<file path="src/rtl/teclado_ps2_rx_pkg.sv">
// Shared constants for the PS/2 keyboard receiver: PicoBlaze port map,
// scan-code prefixes and the frame FSM state encoding.
package teclado_ps2_rx_pkg;

    localparam logic [7:0] PORT_DATOS  = 8'h0B;
    localparam logic [7:0] PORT_ESTADO = 8'h0C;

    localparam logic [7:0] PREF_E0 = 8'hE0;
    localparam logic [7:0] PREF_F0 = 8'hF0;

    typedef enum logic [1:0] {
        ST_IDLE  = 2'd0,
        ST_RECV  = 2'd1,
        ST_CHECK = 2'd2
    } estado_t;

endpackage

</file>
<file path="src/rtl/teclado_ps2_rx_filtro.sv">
// PS/2 line conditioning: 2-flop synchronizers on ps2c/ps2d, a glitch filter
// on ps2c and a registered falling-edge tick of the filtered clock.
module ps2_filtro_flanco #(
    parameter int FILT_LEN = 8
) (
    input  logic clk,
    input  logic reset,
    input  logic ps2c,
    input  logic ps2d,
    output logic tick,
    output logic ps2d_s
);

    localparam int CW = $clog2(FILT_LEN + 1);

    logic [1:0]    c_sync_q, c_sync_d;
    logic [1:0]    d_sync_q, d_sync_d;
    logic          filt_q, filt_d;
    logic [CW-1:0] cnt_q, cnt_d;
    logic          tick_q, tick_d;

    // cnt_q counts consecutive samples that disagree with the filtered level;
    // the level flips on the FILT_LEN-th such sample.
    always_comb begin
        c_sync_d = {c_sync_q[0], ps2c};
        d_sync_d = {d_sync_q[0], ps2d};
        filt_d   = filt_q;
        cnt_d    = cnt_q;
        if (c_sync_q[1] == filt_q) begin
            cnt_d = '0;
        end else if (cnt_q == CW'(FILT_LEN - 1)) begin
            cnt_d  = '0;
            filt_d = c_sync_q[1];
        end else begin
            cnt_d = cnt_q + CW'(1);
        end
        tick_d = filt_q & ~filt_d;
    end

    always_ff @(posedge clk or negedge reset) begin
        if (!reset) begin
            c_sync_q <= 2'b11;
            d_sync_q <= 2'b11;
            filt_q   <= 1'b1;
            cnt_q    <= '0;
            tick_q   <= 1'b0;
        end else begin
            c_sync_q <= c_sync_d;
            d_sync_q <= d_sync_d;
            filt_q   <= filt_d;
            cnt_q    <= cnt_d;
            tick_q   <= tick_d;
        end
    end

    assign tick   = tick_q;
    assign ps2d_s = d_sync_q[1];

endmodule

</file>
<file path="src/rtl/teclado_ps2_rx.sv">
// PS/2 keyboard receiver with a 2-entry scan-code FIFO on PicoBlaze ports
// 0x0B/0x0C. Define PS2_PARITY_CHECK_EN to drop frames with bad odd parity.
module teclado_ps2_rx
    import teclado_ps2_rx_pkg::*;
#(
    parameter int FILT_LEN    = 8,
    parameter int TIMEOUT_CYC = 100000
) (
    input  logic       clk,
    input  logic       reset,
    input  logic       ps2c,
    input  logic       ps2d,
    input  logic [7:0] port_ID,
    input  logic       rd_strobe,
    output logic [7:0] in_port,
    output logic       dato_listo,
    output logic       err_trama,
    output logic [1:0] dbg_estado
);

    localparam int TW = $clog2(TIMEOUT_CYC + 1);
    localparam logic [TW-1:0] TMO_MAX = TW'(TIMEOUT_CYC - 1);

    logic tick, ps2d_s;

    ps2_filtro_flanco #(.FILT_LEN(FILT_LEN)) u_filtro (
        .clk    (clk),
        .reset  (reset),
        .ps2c   (ps2c),
        .ps2d   (ps2d),
        .tick   (tick),
        .ps2d_s (ps2d_s)
    );

    estado_t       state_q, state_d;
    logic [9:0]    shift_q, shift_d;
    logic [3:0]    bit_cnt_q, bit_cnt_d;
    logic [TW-1:0] tmo_q, tmo_d;
    logic          brk_q, brk_d;
    logic          err_q, err_d;
    logic [7:0]    cab_q, cab_d;
    logic [7:0]    cola_q, cola_d;
    logic [1:0]    cnt_q, cnt_d;
    logic          ovf_q, ovf_d;
    logic          listo_q, listo_d;
    logic          lleno_q, lleno_d;

    logic       frame_ok;
    logic       push;
    logic       pop;
    logic       clr_ovf;
    logic [7:0] code;

    assign code    = shift_q[7:0];
    assign pop     = rd_strobe && (port_ID == PORT_DATOS) && (cnt_q != 2'd0);
    assign clr_ovf = rd_strobe && (port_ID == PORT_ESTADO);

    // shift_q after ten LSB-first shifts: [7:0] data, [8] parity, [9] stop.
`ifdef PS2_PARITY_CHECK_EN
    assign frame_ok = shift_q[9] & (^shift_q[8:0]);
`else
    assign frame_ok = shift_q[9];
`endif

    always_comb begin
        state_d   = state_q;
        shift_d   = shift_q;
        bit_cnt_d = bit_cnt_q;
        tmo_d     = tmo_q;
        brk_d     = brk_q;
        err_d     = 1'b0;
        push      = 1'b0;
        case (state_q)
            ST_IDLE: begin
                if (tick && !ps2d_s) begin
                    state_d   = ST_RECV;
                    shift_d   = '0;
                    bit_cnt_d = '0;
                    tmo_d     = '0;
                end
            end
            ST_RECV: begin
                if (tick) begin
                    shift_d = {ps2d_s, shift_q[9:1]};
                    tmo_d   = '0;
                    if (bit_cnt_q == 4'd9) begin
                        state_d   = ST_CHECK;
                        bit_cnt_d = '0;
                    end else begin
                        bit_cnt_d = bit_cnt_q + 4'd1;
                    end
                end else if (tmo_q == TMO_MAX) begin
                    state_d   = ST_IDLE;
                    err_d     = 1'b1;
                    tmo_d     = '0;
                    bit_cnt_d = '0;
                end else begin
                    tmo_d = tmo_q + TW'(1);
                end
            end
            ST_CHECK: begin
                state_d = ST_IDLE;
                if (!frame_ok) begin
                    err_d = 1'b1;
                end else if (code == PREF_E0) begin
                    brk_d = brk_q;
                end else if (code == PREF_F0) begin
                    brk_d = 1'b1;
                end else if (brk_q) begin
                    brk_d = 1'b0;
                end else begin
                    push = 1'b1;
                end
            end
            default: state_d = ST_IDLE;
        endcase
    end

    // Two-entry FIFO: cab_q is the head, cola_q the second slot.
    always_comb begin
        cab_d  = cab_q;
        cola_d = cola_q;
        cnt_d  = cnt_q;
        ovf_d  = clr_ovf ? 1'b0 : ovf_q;
        case ({push, pop})
            2'b10: begin
                if (cnt_q == 2'd0) begin
                    cab_d = code;
                    cnt_d = 2'd1;
                end else if (cnt_q == 2'd1) begin
                    cola_d = code;
                    cnt_d  = 2'd2;
                end else begin
                    ovf_d = 1'b1;
                end
            end
            2'b01: begin
                cab_d = cola_q;
                cnt_d = cnt_q - 2'd1;
            end
            2'b11: begin
                if (cnt_q == 2'd1) begin
                    cab_d = code;
                end else begin
                    cab_d  = cola_q;
                    cola_d = code;
                end
            end
            default: cnt_d = cnt_q;
        endcase
        listo_d = (cnt_d != 2'd0);
        lleno_d = (cnt_d == 2'd2);
    end

    always_ff @(posedge clk or negedge reset) begin
        if (!reset) begin
            state_q   <= ST_IDLE;
            shift_q   <= '0;
            bit_cnt_q <= '0;
            tmo_q     <= '0;
            brk_q     <= 1'b0;
            err_q     <= 1'b0;
            cab_q     <= '0;
            cola_q    <= '0;
            cnt_q     <= '0;
            ovf_q     <= 1'b0;
            listo_q   <= 1'b0;
            lleno_q   <= 1'b0;
        end else begin
            state_q   <= state_d;
            shift_q   <= shift_d;
            bit_cnt_q <= bit_cnt_d;
            tmo_q     <= tmo_d;
            brk_q     <= brk_d;
            err_q     <= err_d;
            cab_q     <= cab_d;
            cola_q    <= cola_d;
            cnt_q     <= cnt_d;
            ovf_q     <= ovf_d;
            listo_q   <= listo_d;
            lleno_q   <= lleno_d;
        end
    end

    always_comb begin
        in_port = 8'h00;
        if (port_ID == PORT_DATOS) begin
            in_port = listo_q ? cab_q : 8'h00;
        end else if (port_ID == PORT_ESTADO) begin
            in_port = {5'b00000, ovf_q, lleno_q, listo_q};
        end
    end

    assign dato_listo = listo_q;
    assign err_trama  = err_q;
    assign dbg_estado = state_q;

endmodule

</file>
<file path="config.mk">
export PLATFORM = sky130hd
export DESIGN_NAME = teclado_ps2_rx
export DESIGN_NICKNAME = d
export VERILOG_FILES = /design/src/rtl/teclado_ps2_rx_pkg.sv /design/src/rtl/teclado_ps2_rx_filtro.sv /design/src/rtl/teclado_ps2_rx.sv
export SDC_FILE = /design/constraint.sdc
export NUM_CORES = 1
export LEC_CHECK = 0
export CAP_MARGIN = 30
export CORE_ASPECT_RATIO = 1.4
export CORE_UTILIZATION = 55
export DETAILED_ROUTE_END_ITERATION = 16
export PLACE_DENSITY_LB_ADDON = 0.05
export SYNTH_ARGS = -nofsm -noshare
export SYNTH_HDL_FRONTEND = slang
export SYNTH_HIERARCHICAL = 1
export SYNTH_SLANG_ARGS = --single-unit
</file>
<file path="constraint.sdc">
create_clock -name clk -period 3.9 [get_ports clk]
set_input_delay 0.78 -clock clk [delete_from_list [all_inputs] [get_ports clk]]
set_output_delay 0.78 -clock clk [all_outputs]
set_load 0.03 [all_outputs]
</file>
==> results of run 1 <==
layout by cell type, fill, tap and decap left out, types with 6 or more instances in the layout:
master           instances
or4_1                    6
dfrtp_1                 61
mux2_2                  15
inv_1                   20
and2_1                   7
o22ai_1                  6
mux2i_1                 10
o31ai_1                  6
a22oi_1                  7
nand2_1                 13
nor2_1                   7
nand3_1                 11
a22o_1                  13
a21oi_1                 18
clkdlybuf4s50_1         15
nand2b_1                 6
clkbuf_8                 9
a221oi_1                 6
ha_1                    12
buf_4                   12
o21ai_0                 10
critical path, stage by stage:
cell	delay, ps
clkdlybuf4s50_1	440
or4b_4	560
nor4_4	410
inv_2	70
ha_1	240
a21oi_1	180
a2bb2oi_2	390
mux2_2	390
where the power goes:
part,total (mW),internal (mW),leakage (nW),switching [mW]
sequential,0.724,0.708,0.882,0.0159
clock,0.552,0.293,0.0893,0.258
combinational,0.0737,0.0372,0.748,0.0365
metrics by stage:
stage,hold WS (ps),cells,setup slack (ps),cell area (um^2)
detailed placement,348,404,315,3750
floorplan,345,315,774,3460
finish,357,420,668,3940
global placement,347,404,410,3750
global route,365,420,501,3940
CTS,359,420,676,3940
flip-flops by register name, indices dropped and copies added, names as in the netlist, 2 cells and up:
signal,flops
dbg_estado,2
cab_q,8
cnt_q,2
shift_q,10
u_filtro/cnt_q,4
bit_cnt_q,4
cola_q,8
tmo_q,17
u_filtro/c_sync_q,2
u_filtro/d_sync_q,2
logic make-up after synthesis:
| family | count (synthesis) | synth area share (%) |
|---|---|---|
| AND/OR/NAND/NOR | 95 | 17.8 |
| AO/OA/AOI/OAI | 84 | 17.7 |
| flip-flops | 66 | 47.9 |
| buffers and inverters | 30 | 3.47 |
| multiplexers | 26 | 8.21 |
| adder cells (fa/ha/maj) | 12 | 4.34 |
| XOR/XNOR | 2 | 0.506 |
path summary, 6_finish.rpt:
path	start	to	depth (start not counted)
max	port_ID[7]	cola_q[6]$_DFFE_PN0P_	8
min	u_filtro/c_sync_q[0]$_DFF_PN1_	u_filtro/c_sync_q[1]$_DFF_PN1_	0
max reg2reg	shift_q[3]$_DFFE_PN0P_	cola_q[6]$_DFFE_PN0P_	10
min reg2reg	u_filtro/c_sync_q[0]$_DFF_PN1_	u_filtro/c_sync_q[1]$_DFF_PN1_	0
max in group asynchronous	reset	tmo_q[9]$_DFFE_PN0P_	2
min in group asynchronous	reset	cab_q[0]$_DFFE_PN0P_	1
layer usage:
metal,share of wire [%],up-vias
met1,41,1280
met2,53,51
met5,0,-
met3,2.7,18
met4,2.8,0
li1,-,1255
layout make-up:
type                    count  area share (%)
clock buffers              11            3.34
clock inverters             5            1.40
inverters                  21            2.00
multi-input cells         219            42.7
flip-flops and latches     66            42.1
well taps                  70            2.22
repair buffers             28            6.23
==> flow_summary.ini, run 1 <==
[worst_setup_path]
worstPathRequired_ps = 4120
r2r_setup_slack_ps = 840
end_kind = register
cp_max_fo = 8
cp.arrival_ps = 3460
cp-start-kind = primary input
crit_type = primary input to register

[finish]
diodes = 0
fin_util_pct = 66.2
regArea_mm2 = 0.00166
nNetsFinal = 370
fillers = 489
syn_to_final_growth_pct = 13.8
drive_above_1_share_pct = 18.3
multi_input_area_mm2 = 0.00168

[logic_synthesis]
synth_cell_types = 59
async_flop_share_pct = 100
synth_area_mm2 = 0.00346
synth_ff_type = dfrtp_1
yosys-top-cells-count = dfrtp_1 (61), inv_1 (20), a21oi_1 (18)
synth_top_area_share_pct = 44.1
yosysTopAreaCell = dfrtp_1
syn_avg_cell_area_um2 = 11.0
synth_seq_cells = 66
synthCells = 315
synth_edf_count = 0
synth_seq_area_share_pct = 47.9
synth.area.top_cells = dfrtp_1 (44%), mux2_2 (4.9%), ha_1 (4.3%)
synth_warnings = 6
synth_nets = 340
synthMostInstantiatedCell = dfrtp_1

[power]
p_per_area_mw_per_mm2 = 343
finalPower_mw = 1.35
leakage_nw = 1.72
peakVddDrop_uv = 248

[timing]
setup_viol = 0
finalSetupTns_ps = 0
slew_headroom_pct = 40.4
slew_violations = 0
hold_violations = 0
worst_pin_slew_ps = 894
rsz0062_at_grt = no
fmax_mhz = 309
skew_ps = 8.97
period_needed_ps = 3230
fin_crit_sh_pct = 82.9

[clock_tree]
clockBufferDepth = 2
clk_pin_slew_ps = 70
holdBufCountCts = 0
clk_latency_ps = 340
cts_sinks = 66
post-cts-setup-buffers = 0
cts_repair_resize_count = 0
cts_buffers = 9
htreeDepth = 3
root_buffer = clkbuf_8
cts_tree = done

[global_routing]
grt_pass1_wl_um = 12500
gr-usage-all-layers_pct = 23.8
met3_usage_pct = 3.77
met2_usage_pct = 42.8
grt_max_degree = 35
gr-max-usage-layer = met2
grt_pass1_vias = 2607
antenna_found_initial = 0
use_met1_pct = 27.8
grt_overflow_total = 0

[routing]
post-route-drc-count = 0
antenna_left = 0
routed_wl_um = 7120
wl_per_cell_um = 17.0
via_per_inst = 6.20
drt_pre_antenna_iters = 4
initialDrtViolationCount = 99
via_count = 2604

[placed_design]
dp_hpwl_um = 5190
gp_congestion = 0.762
portBuffers = 24

[floorplanning]
core_mm2 = 0.00595
start_util_pct = 58.2
io_pins = 25
fp.dieW_um = 69.0
fp-row-count = 33
die_y_um = 95.8
dieArea_mm2 = 0.00662

[run]
cap_violations = 0

[hold_path]
hp-class = register to register

[status]
status = finished, final reports clean
Power figures use the tool's default switching activity.
==> run 2, diff against run 1 <==
--- a/config.mk
+++ b/config.mk
@@ -7,7 +7,7 @@
 export LEC_CHECK = 0
 export CAP_MARGIN = 30
 export CORE_ASPECT_RATIO = 1.4
-export CORE_UTILIZATION = 55
+export CORE_UTILIZATION = 53
 export DETAILED_ROUTE_END_ITERATION = 16
 export PLACE_DENSITY_LB_ADDON = 0.05
 export SYNTH_ARGS = -nofsm -noshare
==> constraint.sdc (replaced) <==
create_clock -name clk -period 2.9 [get_ports clk]
set_input_delay 0.58 -clock clk [delete_from_list [all_inputs] [get_ports clk]]
set_output_delay 0.58 -clock clk [all_outputs]
set_load 0.03 [all_outputs]
==> run 2 against run 1 <==
- worst setup slack lost 550 ps
- register-to-register slack worse by 580 ps
- global-route usage down 0.58 points
- die area up 3.7%
- hold slack lost 48 ps
- core utilization decreased by 0.72 points
- sequential power rose by 35%
- wire length shrank 0.55%
- clock power increased by 18%
- final area grew 4.0%
==> flow_summary.ini, run 2 (synthesized netlist as in run 1, its figures left out) <==
[status]
status = finished, final reports clean

[floorplanning]
core_mm2 = 0.00625
io_pins = 25
start_util_pct = 55.3
fp.dieW_um = 70.3
fp-row-count = 34
dieArea_mm2 = 0.00686
die_y_um = 97.6

[worst_setup_path]
path_cells = clkdlybuf4s50_1 > or4b_4 > nor4_4 > ha_2 > nor2b_1 > a21oi_2 > a2bb2oi_4 > mux2_2
cp.arrival_ps = 3010
crit_type = primary input to register
cp_slowest_stage_delay_ps = 560
crit_family = simple AND/OR/NAND/NOR gates
cp-start-kind = primary input
critPathSlowestCell = or4b_4
cp_max_fo = 8
rr_worst_depth = 9
worstPathRequired_ps = 3120
crit_cells = 8
end_kind = register
path_buf_inv = 1

[finish]
regMostFlops = tmo_q
fillers = 504
stdcell_area_mm2 = 0.00410
top_regs = tmo_q (17), shift_q (10)
syn_to_final_growth_pct = 18.4
fin_util_pct = 65.5
final_cell_mix = dfrtp_1 (61), buf_4 (29), inv_1 (20)
nNetsFinal = 388
final_common_cell = dfrtp_1
largest_register_ffs = 17
diodes = 0
drive_above_1_share_pct = 22.6

[global_routing]
grt_overflow_total = 0
grt_pass1_vias = 2775
grt_max_degree = 35
antenna_found_initial = 0
grt_pass1_wl_um = 12600
gr-usage-all-layers_pct = 23.2

[routing]
post-route-drc-count = 0
routed_wl_um = 7090
initialDrtViolationCount = 102
drt_pre_antenna_iters = 4
antenna_left = 0
via_count = 2639
wl_per_cell_um = 16.1
via_per_inst = 6.00

[power]
leakage_nw = 1.81
peakVddDrop_uv = 309
p_per_area_mw_per_mm2 = 423

[hold_path]
hp-class = primary input to async pin

[run]
cap_violations = 0

[timing]
setup_viol = 0
skew_ps = 9.57
fin_hold_ws_ps = 309
fin_crit_sh_pct = 95.9
slew_violations = 0
hold_violations = 0
setup_ws_ps = 120
slew_headroom_pct = 49.3
worst_pin_slew_ps = 761
period_needed_ps = 2780
rsz0062_at_grt = no
fmax_mhz = 360

[placed_design]
gp_congestion = 0.767
dp_hpwl_um = 5140
portBuffers = 24
dpl_cell_area_mm2 = 0.00393
place_ws_ps = -344

[clock_tree]
cts_buffers = 9
clockBufferDepth = 2
htreeDepth = 3
post-cts-setup-buffers = 0
cts_sinks = 66
clk_latency_ps = 340
clk_pin_slew_ps = 70
cts_tree = done
root_buffer = clkbuf_8
run 2: cell count changes in the layout (fill, tap and decap cells not counted), sizes merged:
cell	before	now
buf	13	31
clkbuf	11	15
clkinvlp	2	0
bufinv	1	0
clkinv	2	1
run 2: layer usage:
layer  up-vias  share of wire [%]  GRT usage [%]
met5         -                  0              0
met4         0                2.1           9.69
met3        12                2.3           4.98
met2        39                 54           42.1
met1      1297                 42           25.8
li1       1291                  -              -
run 2: final cells by class:
class	count	area, um^2	area share [%]
sequential	66	1660	40.5
tap	72	90.1	2.20
inverter	21	78.8	1.92
clock inverter	1	5.00	0.122
multi-input combinational	219	1720	41.9
clock buffer	15	156	3.82
timing repair buffer	46	393	9.59
run 2: where the power goes:
part	internal [mW]	total (mW)	switching [mW]
clock network	0.334	0.654	0.319
registers	0.953	0.974	0.0213
logic	0.0539	0.103	0.0489
run 2: repair_timing:
| action | CTS | global route |
|---|---|---|
| resized for setup | 0 | 1 |
| setup endpoints to repair | 0 | 16 |
| hold buffers | 0 | 0 |
| endpoints found under the hold margin | 0 | 0 |
run 2: final timing paths:
check                                          startpoint                             end  slack [ps]
min in group clk           u_filtro/d_sync_q[0]$_DFF_PN1_  u_filtro/d_sync_q[1]$_DFF_PN1_         350
max reg2reg                            cnt_q[0]$_DFF_PN0_           cola_q[6]$_DFFE_PN0P_         260
max in group asynchronous                           reset            tmo_q[5]$_DFFE_PN0P_        1930
min                                                 reset               lleno_q$_DFF_PN0_         310
max                                            port_ID[7]           cola_q[6]$_DFFE_PN0P_         120
min reg2reg                u_filtro/d_sync_q[0]$_DFF_PN1_  u_filtro/d_sync_q[1]$_DFF_PN1_         350
run 2: through the flow:
stage | total power, mW | setup TNS [ps] | instances
after floorplan | 1.04 | 0 | 315
after global placement | 1.09 | -2840 | 424
after detailed placement | 1.09 | -2980 | 424
after CTS | 1.76 | 0 | 440
after global routing | 1.81 | 0 | 440
final | 1.73 | 0 | 440
==> run 3, diff against run 2 <==
--- a/config.mk
+++ b/config.mk
@@ -7,7 +7,8 @@
 export LEC_CHECK = 0
 export CAP_MARGIN = 30
 export CORE_ASPECT_RATIO = 1.4
-export CORE_UTILIZATION = 53
+export CORE_UTILIZATION = 55
+export CTS_CLUSTER_SIZE = 40
 export DETAILED_ROUTE_END_ITERATION = 16
 export PLACE_DENSITY_LB_ADDON = 0.05
 export SYNTH_ARGS = -nofsm -noshare
==> constraint.sdc (replaced) <==
create_clock -name clk -period 3.3 [get_ports clk]
set_input_delay 0.66 -clock clk [delete_from_list [all_inputs] [get_ports clk]]
set_output_delay 0.66 -clock clk [all_outputs]
set_load 0.03 [all_outputs]
==> run 3 against run 2 <==
- final area decreased by 2.8%
- worst setup slack improved by 180 ps
- via count decreased by 1.1%
- largest cell class unchanged
- first-iteration DRC count increased by 2.0%
- global-route usage increased by 0.13 points
- wire length decreased by 0.88%
==> flow_summary.ini, run 3 (synthesized netlist as in run 1, its figures left out) <==
[power]
finalPower_mw = 1.60
peakVddDrop_uv = 365
leakage_nw = 1.75
p_per_area_mw_per_mm2 = 402

[timing]
worst_pin_slew_ps = 804
period_needed_ps = 3000
setup_viol = 0
fmax_mhz = 333
fin_crit_sh_pct = 91.0
slew_headroom_pct = 46.4
finalSetupTns_ps = 0
slew_violations = 0
hold_violations = 0
skew_ps = 13.6
setup_ws_ps = 297
rsz0062_at_grt = no

[routing]
initialDrtViolationCount = 104
drt_pre_antenna_iters = 4
via_count = 2609
via_per_inst = 6.14
antenna_left = 0
routed_wl_um = 7020
wl_per_cell_um = 16.5
post-route-drc-count = 0

[floorplanning]
core_mm2 = 0.00595
io_pins = 25
die_y_um = 95.8
fp-row-count = 33
dieArea_mm2 = 0.00662
fp.dieW_um = 69.0
start_util_pct = 58.2

[finish]
largest_register_ffs = 17
diodes = 0
fillers = 484
final_common_cell = dfrtp_1
fin_cells = 425
nNetsFinal = 375
drive_above_1_share_pct = 19.2
final_cell_mix = dfrtp_1 (61), inv_1 (20), a21oi_1 (18)
fin_util_pct = 66.9
syn_to_final_growth_pct = 15.0
regMostFlops = tmo_q
top_regs = tmo_q (17), shift_q (10)

[placed_design]
portBuffers = 24
gp_congestion = 0.805
dp_hpwl_um = 5150
dp.cells = 409
place_ws_ps = 19.6

[clock_tree]
htreeDepth = 3
cts_repair_resize_count = 0
cts_sinks = 66
cts_tree = done
holdBufCountCts = 0
root_buffer = clkbuf_8
post-cts-setup-buffers = 0
clockBufferDepth = 2
clk_latency_ps = 340
cts_buffers = 9
clk_pin_slew_ps = 70

[worst_setup_path]
rr_startpoint = shift_q[5]$_DFFE_PN0P_
timing.rr.end = cola_q[5]$_DFFE_PN0P_
cp-start-kind = primary input
crit_type = primary input to output port
cp_max_fo = 8
cp-endpoint = in_port[2]
crit_start = port_ID[7]
rr_worst_depth = 10
end_kind = output port
cp.arrival_ps = 2340
r2r_setup_slack_ps = 650
worstPathRequired_ps = 2640

[global_routing]
gr-usage-all-layers_pct = 23.4
antenna_found_initial = 0
grt_max_degree = 26
grt_pass1_vias = 2638
grt_pass1_wl_um = 12200
grt_overflow_total = 0

[hold_path]
hp-class = primary input to async pin

[run]
cap_violations = 0

[status]
status = finished, final reports clean
run 3: routing by layer:
metal / vias to the layer above / share of wire (%) / global-route usage (%)
li1: 1264 / - / -
met1: 1279 / 42 / 26.3
met2: 46 / 52 / 41.5
met3: 20 / 3.0 / 6.18
met4: 0 / 2.9 / 10.9
met5: - / 0 / 0
run 3: worst min path at each step:
| stage | to | slack, ps | cells past startpoint |
|---|---|---|---|
| 2_1_floorplan | u_filtro/c_sync_q[1]$_DFF_PN1_ | 350 | 0 |
| 3_3_place_gp | u_filtro/c_sync_q[1]$_DFF_PN1_ | 350 | 0 |
| 3_5_place_dp | u_filtro/c_sync_q[1]$_DFF_PN1_ | 350 | 0 |
| 5_1_grt | dato_listo$_DFF_PN0_ | 320 | 1 |
| 6_report | ovf_q$_DFF_PN0_ | 290 | 1 |
| 4_1_cts | ovf_q$_DFF_PN0_ | 290 | 1 |
run 3: per-stage QoR:
step / area (um^2) / hold WS, ps
2_1_floorplan: 3460 / 345
6_report: 3980 / 287
3_5_place_dp: 3790 / 349
4_1_cts: 3980 / 292
5_1_grt: 3980 / 319
3_3_place_gp: 3790 / 346
run 3: where the power goes:
group          switching, mW  total, mW  internal, mW
combinational         0.0423     0.0872        0.0450
clock                  0.286      0.656         0.369
sequential            0.0197      0.857         0.837
total                  0.348       1.60          1.25
run 3: critical path, cell delays in order:
cell,delay (ps)
clkdlybuf4s50_1,420
nor4_1,390
nand2_1,180
nor3_1,220
buf_4,180
a22o_1,140
buf_4,150
run 3: final cells by class:
type	instances	area, um^2	share of cell area (%)
clock buffers	13	149	3.74
clock inverters	3	42.5	1.07
inverters	21	78.8	1.98
multi-input cells	219	1680	42.3
flip-flops and latches	66	1660	41.7
well taps	70	87.6	2.20
repair buffers	33	283	7.10
